`config.mk`:
```
export PLATFORM = sky130hd
export DESIGN_NAME = fetch_sequencer
export DESIGN_NICKNAME = d
export VERILOG_FILES = /design/src/rtl/pam_ctrl_pkg.sv /design/src/rtl/latency_timer.sv /design/src/rtl/fetch_sequencer.sv
export SDC_FILE = /design/constraint.sdc
export NUM_CORES = 1
export LEC_CHECK = 0
export CAP_MARGIN = 30
export CELL_PAD_IN_SITES_DETAIL_PLACEMENT = 1
export CELL_PAD_IN_SITES_GLOBAL_PLACEMENT = 2
export CORE_UTILIZATION = 26
export CTS_CLUSTER_DIAMETER = 80
export DETAILED_ROUTE_END_ITERATION = 10
export GPL_ROUTABILITY_DRIVEN = 0
export PLACE_DENSITY_LB_ADDON = 0.1
export SYNTH_ARGS = -nofsm -noshare
export SYNTH_HDL_FRONTEND = slang
export SYNTH_SLANG_ARGS = --single-unit
```
`constraint.sdc`:
```
create_clock -name clk -period 1.67 [get_ports clk]
set_clock_uncertainty 0.15 [all_clocks]
set_input_delay 0.2505 -clock clk [delete_from_list [all_inputs] [get_ports clk]]
set_output_delay 0.2505 -clock clk [all_outputs]
set_load 0.01 [all_outputs]
```
`src/rtl/pam_ctrl_pkg.sv`:
```
// Shared definitions for the pamPy fetch control path: FSM states,
// PC source select codes and PC step select codes.
package pam_ctrl_pkg;

    typedef enum logic [3:0] {
        S_IDLE,
        S_WAIT_I,
        S_INSTR,
        S_WAIT_A,
        S_ARG,
        S_WAIT_E,
        S_EXT,
        S_ISSUE,
        S_HALT
    } state_e;

    // SEL_MUX: PC source
    localparam logic [1:0] PC_STEP   = 2'b00;
    localparam logic [1:0] PC_JUMP   = 2'b01;
    localparam logic [1:0] PC_REL    = 2'b10;
    localparam logic [1:0] PC_FSTACK = 2'b11;

    // SEL_PC_UPDATER: step size after a byte fetch vs. after an extension word
    localparam logic UPD_BYTE = 1'b0;
    localparam logic UPD_WORD = 1'b1;

    // MEM_LATENCY tops out at 4, so the wait counter only ever holds 0..3
    localparam int WAIT_W = 2;

    function automatic logic is_wait(state_e s);
        return (s == S_WAIT_I) || (s == S_WAIT_A) || (s == S_WAIT_E);
    endfunction

endpackage

```
`src/rtl/latency_timer.sv`:
```
// Loadable down-counter covering the instruction-memory latency; done is
// high once the count has reached zero.
module latency_timer #(
    parameter int W = 2
) (
    input  logic         clk,
    input  logic         reset,
    input  logic         load,
    input  logic [W-1:0] load_val,
    input  logic         en,
    output logic         done
);

    logic [W-1:0] cnt;

    always_ff @(posedge clk or negedge reset) begin
        if (!reset)
            cnt <= '0;
        else if (load)
            cnt <= load_val;
        else if (en && cnt != '0)
            cnt <= cnt - 1'b1;
    end

    assign done = (cnt == '0);

endmodule

```
`src/rtl/fetch_sequencer.sv`:
```
// Fetch control FSM: walks instruction / argument / extension fetches,
// issues to execute over valid/ready and redirects the PC on branches.
module fetch_sequencer
    import pam_ctrl_pkg::*;
#(
    parameter int MEM_LATENCY = 1,
    parameter int CNT_WIDTH   = 16
) (
    input  logic                 clk,
    input  logic                 reset,
    input  logic                 start,
    input  logic                 dec_has_arg,
    input  logic                 dec_is_jump,
    input  logic                 exec_ready,
    input  logic                 branch_req,
    input  logic [1:0]           branch_type,
    input  logic                 halt_req,
    output logic                 CTRL_REG_INSTR,
    output logic                 CTRL_REG_ARG,
    output logic                 CTRL_REG_JUMP,
    output logic                 CTRL_REG_PC,
    output logic                 SEL_PC_UPDATER,
    output logic [1:0]           SEL_MUX,
    output logic                 instr_valid,
    output logic                 busy,
    output logic                 halted,
    output logic [CNT_WIDTH-1:0] issue_count
);

    state_e state, state_nx;
    logic   wait_done;
    logic   hs;

    // Counter is loaded only on entry to a wait state, so every wait lasts
    // exactly MEM_LATENCY cycles.
    latency_timer #(.W(WAIT_W)) u_timer (
        .clk      (clk),
        .reset    (reset),
        .load     (is_wait(state_nx) && !is_wait(state)),
        .load_val (WAIT_W'(MEM_LATENCY - 1)),
        .en       (is_wait(state)),
        .done     (wait_done)
    );

    assign hs = (state == S_ISSUE) && exec_ready;

    always_ff @(posedge clk or negedge reset) begin
        if (!reset) begin
            state       <= S_IDLE;
            issue_count <= '0;
        end else begin
            state <= state_nx;
            if (hs)
                issue_count <= issue_count + CNT_WIDTH'(1);
        end
    end

    always_comb begin
        state_nx       = state;
        CTRL_REG_INSTR = 1'b0;
        CTRL_REG_ARG   = 1'b0;
        CTRL_REG_JUMP  = 1'b0;
        CTRL_REG_PC    = 1'b0;
        SEL_PC_UPDATER = UPD_BYTE;
        SEL_MUX        = PC_STEP;
        instr_valid    = 1'b0;
        busy           = (state != S_IDLE) && (state != S_HALT);
        halted         = (state == S_HALT);
        case (state)
            S_IDLE:   if (start) state_nx = S_WAIT_I;
            S_WAIT_I: if (wait_done) state_nx = S_INSTR;
            S_INSTR: begin
                CTRL_REG_INSTR = 1'b1;
                CTRL_REG_PC    = 1'b1;
                state_nx       = S_WAIT_A;
            end
            S_WAIT_A: if (wait_done) state_nx = dec_has_arg ? S_ARG : S_ISSUE;
            S_ARG: begin
                CTRL_REG_ARG = 1'b1;
                CTRL_REG_PC  = 1'b1;
                state_nx     = dec_is_jump ? S_WAIT_E : S_ISSUE;
            end
            S_WAIT_E: if (wait_done) state_nx = S_EXT;
            S_EXT: begin
                CTRL_REG_JUMP  = 1'b1;
                CTRL_REG_PC    = 1'b1;
                SEL_PC_UPDATER = UPD_WORD;
                state_nx       = S_ISSUE;
            end
            S_ISSUE: begin
                instr_valid = 1'b1;
                if (hs) begin
                    if (halt_req) begin
                        state_nx = S_HALT;
                    end else begin
                        // branch_type 00 falls through to a sequential fetch
                        if (branch_req && branch_type != PC_STEP) begin
                            CTRL_REG_PC = 1'b1;
                            SEL_MUX     = branch_type;
                        end
                        state_nx = S_WAIT_I;
                    end
                end
            end
            S_HALT:   state_nx = S_HALT;
            default:  state_nx = S_IDLE;
        endcase
    end

endmodule

```
==> out/metrics.cfg, run 1 <==
[yosys]
synth_cell_types = 42
synth_compound_area_share_pct = 11.5
ys.warnings.count = 0
ys_seq_elements = 22
async_flop_share_pct = 100
yosys.area.top_type_share_pct = 43.6
seq_area_frac_synth_pct = 43.6
synthFlopType = dfrtp_1
synth_simple_gate_area_share_pct = 25.7
synth_area_leaders = dfrtp_1 (44%), xor2_1 (7.6%), nand4_1 (3.5%)
syn_inst = 125
synth_adder_area_share_pct = 1.98
syn_area_per_cell_um2 = 10.1
synth_area_um2 = 1260
yosys.area_share.xor_xnor_pct = 11.1
synth-edff-count = 0
synth_top_family_by_area = simple AND/OR/NAND/NOR gates
synth_area_leader_cell = dfrtp_1
synth_mux_area_share_pct = 0.892
synthesis.nets = 137

[clock_tree]
numCtsBuffers = 3
clockBufferDepth = 2
cts.sinks = 22
clk_pin_slew_ps = 90
cts.htree.levels = 1
cts_root_buf = clkbuf_8
clk_latency_ps = 270
tritoncts = built

[timing]
max_freq_ghz = 0.537
fin_setup_tns_ps = -1200
worst_hold_slack_ps = 179
relSlewSlack_pct = 79.4
finalWorstSetupSlack_ps = -192
final-setup-viol-count = 10
hold_viol = 0
drv_slew = 0
worst_pin_slew_ps = 309
grt_setup_unrepaired = yes
min_period_ps = 1860
fin_crit_sh_pct = 111

[outcome]
failed_checks = setup timing
status = finished with violations

[layout]
diodes = 0
final_net_count = 232
post-route-util_pct = 53.2
regArea_um2 = 557
multi_input_area_um2 = 830
num-fill-cells = 498
syn_to_final_growth_pct = 89.9
drive_gt1_share_pct = 51.6

[floorplanning]
initial_core_util_pct = 28.0
die_w_um = 71.7
floorplan.die.height_um = 71.7
core_um2 = 4500
io_pins = 36
die-area_um2 = 5140
core.rowCount = 24

[worst_setup_path]
crit_slowest_cell = dfrtp_1
endpoint_kind = primary output
worstPathCellList = nand2b_4, nor3_4, buf_4, o211ai_1, o21ai_1, buf_2
worst-path-max-fanout = 2
critPathMaxStageDelay_ps = 400
path_class = register to primary output
required_ps = 1270
cp_data_arrival_time_ps = 1460
critPathLaunchType = register

[place]
portBuffers = 35
hpwl_um = 2710

[power]
p_per_area_nw_per_um2 = 1360
ir_worst_vdd_mv = 0.640
p_leak_uw = 0.00120

[routing]
dr_total_vias = 1315
drt_wl_total_um = 4190
via_per_inst = 4.85
drt_iter0_drc = 73
drc = 0
routedWlPerCell_um = 15.5
drt_pre_antenna_iters = 4
antenna_left = 0

[global_route]
antenna_found_initial = 0
grt_pass1_wl_um = 6290
grt_start_max_net_pins = 23
grt_usage_pct = 15.6
first_global_vias = 1304
grt.overflow.total = 0

[job]
cap_viol_max_count = 0

[hold_path]
hold_path_class = primary input to async pin

[metrics by stage]
step / cells / power (uW) / instance area (um2) / setup slack, ps
3_5_place_dp: 237 / 2110 / 1880 / -704
3_3_place_gp: 237 / 2070 / 1880 / -618
4_1_cts: 252 / 2910 / 2140 / -195
5_1_grt: 271 / 3460 / 2400 / -280
2_1_floorplan: 125 / 1430 / 1280 / -29.1
6_report: 271 / 3260 / 2400 / -192
[synth_stat cells, types with 2 or more instances]
cell	number
dfrtp_1	22
xor2_1	11
nor2_1	10
nand4_1	7
nor3_1	7
and3_1	6
nand2_1	6
inv_1	5
xnor2_1	5
o21ai_0	4
nand3_1	3
a21o_1	2
and3_2	2
buf_2	2
buf_4	2
buf_6	2
ha_1	2
nor2b_1	2
or3_1	2
[power by group]
part           internal, uW  switching (uW)  total [uW]
clock network           320             197         517
registers               629             135         763
logic                  1150             831        1980
[area by class of cell]
class	instances	share of cell area, %
Timing Repair Buffer	96	35.7
Sequential cell	22	23.2
Clock buffer	3	1.72
Multi-Input combinational cell	92	34.6
Tap cell	52	2.71
Clock inverter	1	1.25
Inverter	5	0.783
[worst paths after layout]
kind,from,to,slack [ps],cells after the start
max,state[3],CTRL_REG_PC,-190,6
min,reset,issue_count[4],180,2
max reg2reg,state[2],u_timer.cnt[1],-160,5
min reg2reg,issue_count[15],issue_count[15],330,1
max in group asynchronous,reset,state[1],930,2
min in group clk,issue_count[15],issue_count[15],330,1
[cells by family after synthesis]
group / Yosys count
compound gates: 18
xor+xnor: 16
fa+ha+maj: 2
buf+inv: 11
flops: 22
mux: 1
simple gates: 55
[worst max-delay path, delay by kind of cell (launching register included)]
family,cells,cell delay (ps)
AOI/OAI and AO/OA,2,160
buffers and inverters,2,280
DFF,1,400
and+or+nand+nor,2,350
[cells in the final DEF, fill, tap and decap left out, drive strengths merged, types with 2 or more instances in the layout]
cell,n
nor2,10
xnor2,5
xor2,11
a21boi,2
and3,8
a21o,2
nand4,7
clkbuf,4
inv,5
nand3,3
buf,70
or3,2
o21ai,4
nor3,7
ha,2
nor2b,2
clkdlybuf4s50,21
nand2,6
dlygate4sd2,3
dfrtp,22
[registers in the layout (all words and copies together) (netlist names)]
name,flops
state,4
u_timer.cnt,2
issue_count,16
[layer usage]
layer  track usage, %  wire, um  part of all wire [%]
met1             19.7      1680                    40
met2             28.7      2370                    57
met3             1.83       123                   2.9
met4             2.61        14                  0.33
met5                0         0                     0
[timing repair]
action | CTS | global route
hold buffers | 0 | 0
pin swaps | 11 | 17
resized for setup | 76 | 30
cloned | 1 | 1
setup buffers | 10 | 18
endpoints found under the hold margin | 0 | 0
setup endpoints to repair | 25 | 28
Power figures use the tool's default switching activity.
==> run 2, diff against run 1 <==
--- a/config.mk
+++ b/config.mk
@@ -8,6 +8,7 @@
 export CAP_MARGIN = 30
 export CELL_PAD_IN_SITES_DETAIL_PLACEMENT = 1
 export CELL_PAD_IN_SITES_GLOBAL_PLACEMENT = 2
+export CORE_MARGIN = 1
 export CORE_UTILIZATION = 26
 export CTS_CLUSTER_DIAMETER = 80
 export DETAILED_ROUTE_END_ITERATION = 10
==> results of run 2 <==
Final layout, timing and power as in run 1 (identical DEF).
==> variant (flow settings as in run 2) <==
Change the parameter `CNT_WIDTH` from 16 to 12.
--- a/src/rtl/fetch_sequencer.sv
+++ b/src/rtl/fetch_sequencer.sv
@@ -5,5 +5,5 @@
 #(
     parameter int MEM_LATENCY = 1,
-    parameter int CNT_WIDTH   = 16
+    parameter int CNT_WIDTH   = 12
 ) (
     input  logic                 clk,
Ports: changed (resized issue_count); port bits go from 36 to 32. The function was not compared with the original's and may differ.
==> variant against run 2 <==
The run still ends with negative setup slack left; critical path depth shrank 1; clock power shrank 43%; first-iteration DRC count shrank 67%; cell area shrank 21%; synthesized area shrank 17%; worst setup slack gained 0.096 ns; count of clock-buffer cells in the layout is the same; wire length shrank 26%; power shrank 16%; die area shrank 17%; sequential cell count shrank 4; critical path type unchanged; critical endpoint unchanged.
==> variant: results (changes against run 2) <==
outcome=finished, violations left; failing checks=negative setup slack; footprint of the multi-input gates=706.9 µm² (-15%); r2r setup slk=-0.07 ns (+0.09 ns); placed insts=206 (-13%); Seq/Total Area, Yosys=0.4306 (-0.005453); Final setup viols=5 (-5); Final #Nets=187 (-19%); Worst IR Drop VDD=692.1 µV (+8.1%); IO Port Bufs=31 (-11%); vias in the first global route=1089 (-16%); post-place setup slack=-0.4906 ns (+0.2138 ns); largest registers=issue_count: 12 flops, state: 4 flops, u_timer.cnt: 2 flops; DPL Wire Length=2041 µm (-25%); first-pass GRT wire length=4726 µm (-25%); total negative setup slack=-0.3324 ns (+0.8704 ns); Slew @ Worst Pin=0.2394 ns (-0.06935 ns); reg2reg start=state[3]; reg2reg path depth=6 (+1); total track usage=0.1425 (-0.01302); Fin Hold WS=0.1757 ns (-0.003228 ns); WP data arrival=1.37 ns (-0.09 ns); RR Endpoint=issue_count[11]; post-synthesis compound-gate area fraction=0.1148 (-0.0001328); comb pwr=0.00181 W (-9%); syn nets=120 (-12%); LEAKAGE=0.9679 nW (-19%); routed len/inst=14.12 µm (-8.7%); Yosys cell types=40 (-4.8%); main area contributors after synthesis=dfrtp_1, xor2_1, xnor2_1, nor2_1, inv_1; crit-path leading delay family=simple AND/OR/NAND/NOR gates; most frequent cells after synthesis=dfrtp_1, nor2_1, inv_1, nand2_1, xor2_1; DR vias=1044 (-21%); clock slew at the register clock pins of the worst setup and hold paths=0.06 ns (-0.03 ns); Int Power=0.001714 W (-18%); Synth Area in Adders=0.02392 (+0.004102); Finished Layout Cells=221 (-18%); Post-Synth XOR/XNOR Area=0.09211 (-0.01890); post-route setup slack=-0.09600 ns (+0.09577 ns); placed cell area=1564 µm² (-17%); CP Max Fanout=3 (+1); largest net degree at the start of global routing=19 (-17%); Seq group=0.000645 W (-15%)
==> variant: changes by cell type after synthesis, moves of 2 or more <==
cell	change
nor3_1	-3
inv_1	+4
o21ai_0	-2
dfrtp_1	-4
xor2_1	-5
and3_2	-2
nand3_1	-2
a21oi_1	+4
nand4_1	-3
nand2_1	+3
and3_1	-5
==> variant: what timing repair did <==
item	in CTS	in global routing
setup endpoints to repair	18	22
setup buffers	6	6
pin swaps	14	17
resized for setup	59	41
==> variant: routing by layer <==
layer	global-route usage	vias to the layer above	wire length (µm)
li1	-	496	-
met4	0.04076	0	14
met5	0	-	0
met3	0.01563	2	109
met2	0.2642	23	1685
met1	0.1710	523	1310
==> variant: final cells by class <==
type,count,share of cell area
repair buffers,68,0.3173
flip-flops and latches,18,0.2383
inverters,9,0.01909
well taps,48,0.03160
clock buffers,3,0.02172
multi-input cells,75,0.3720
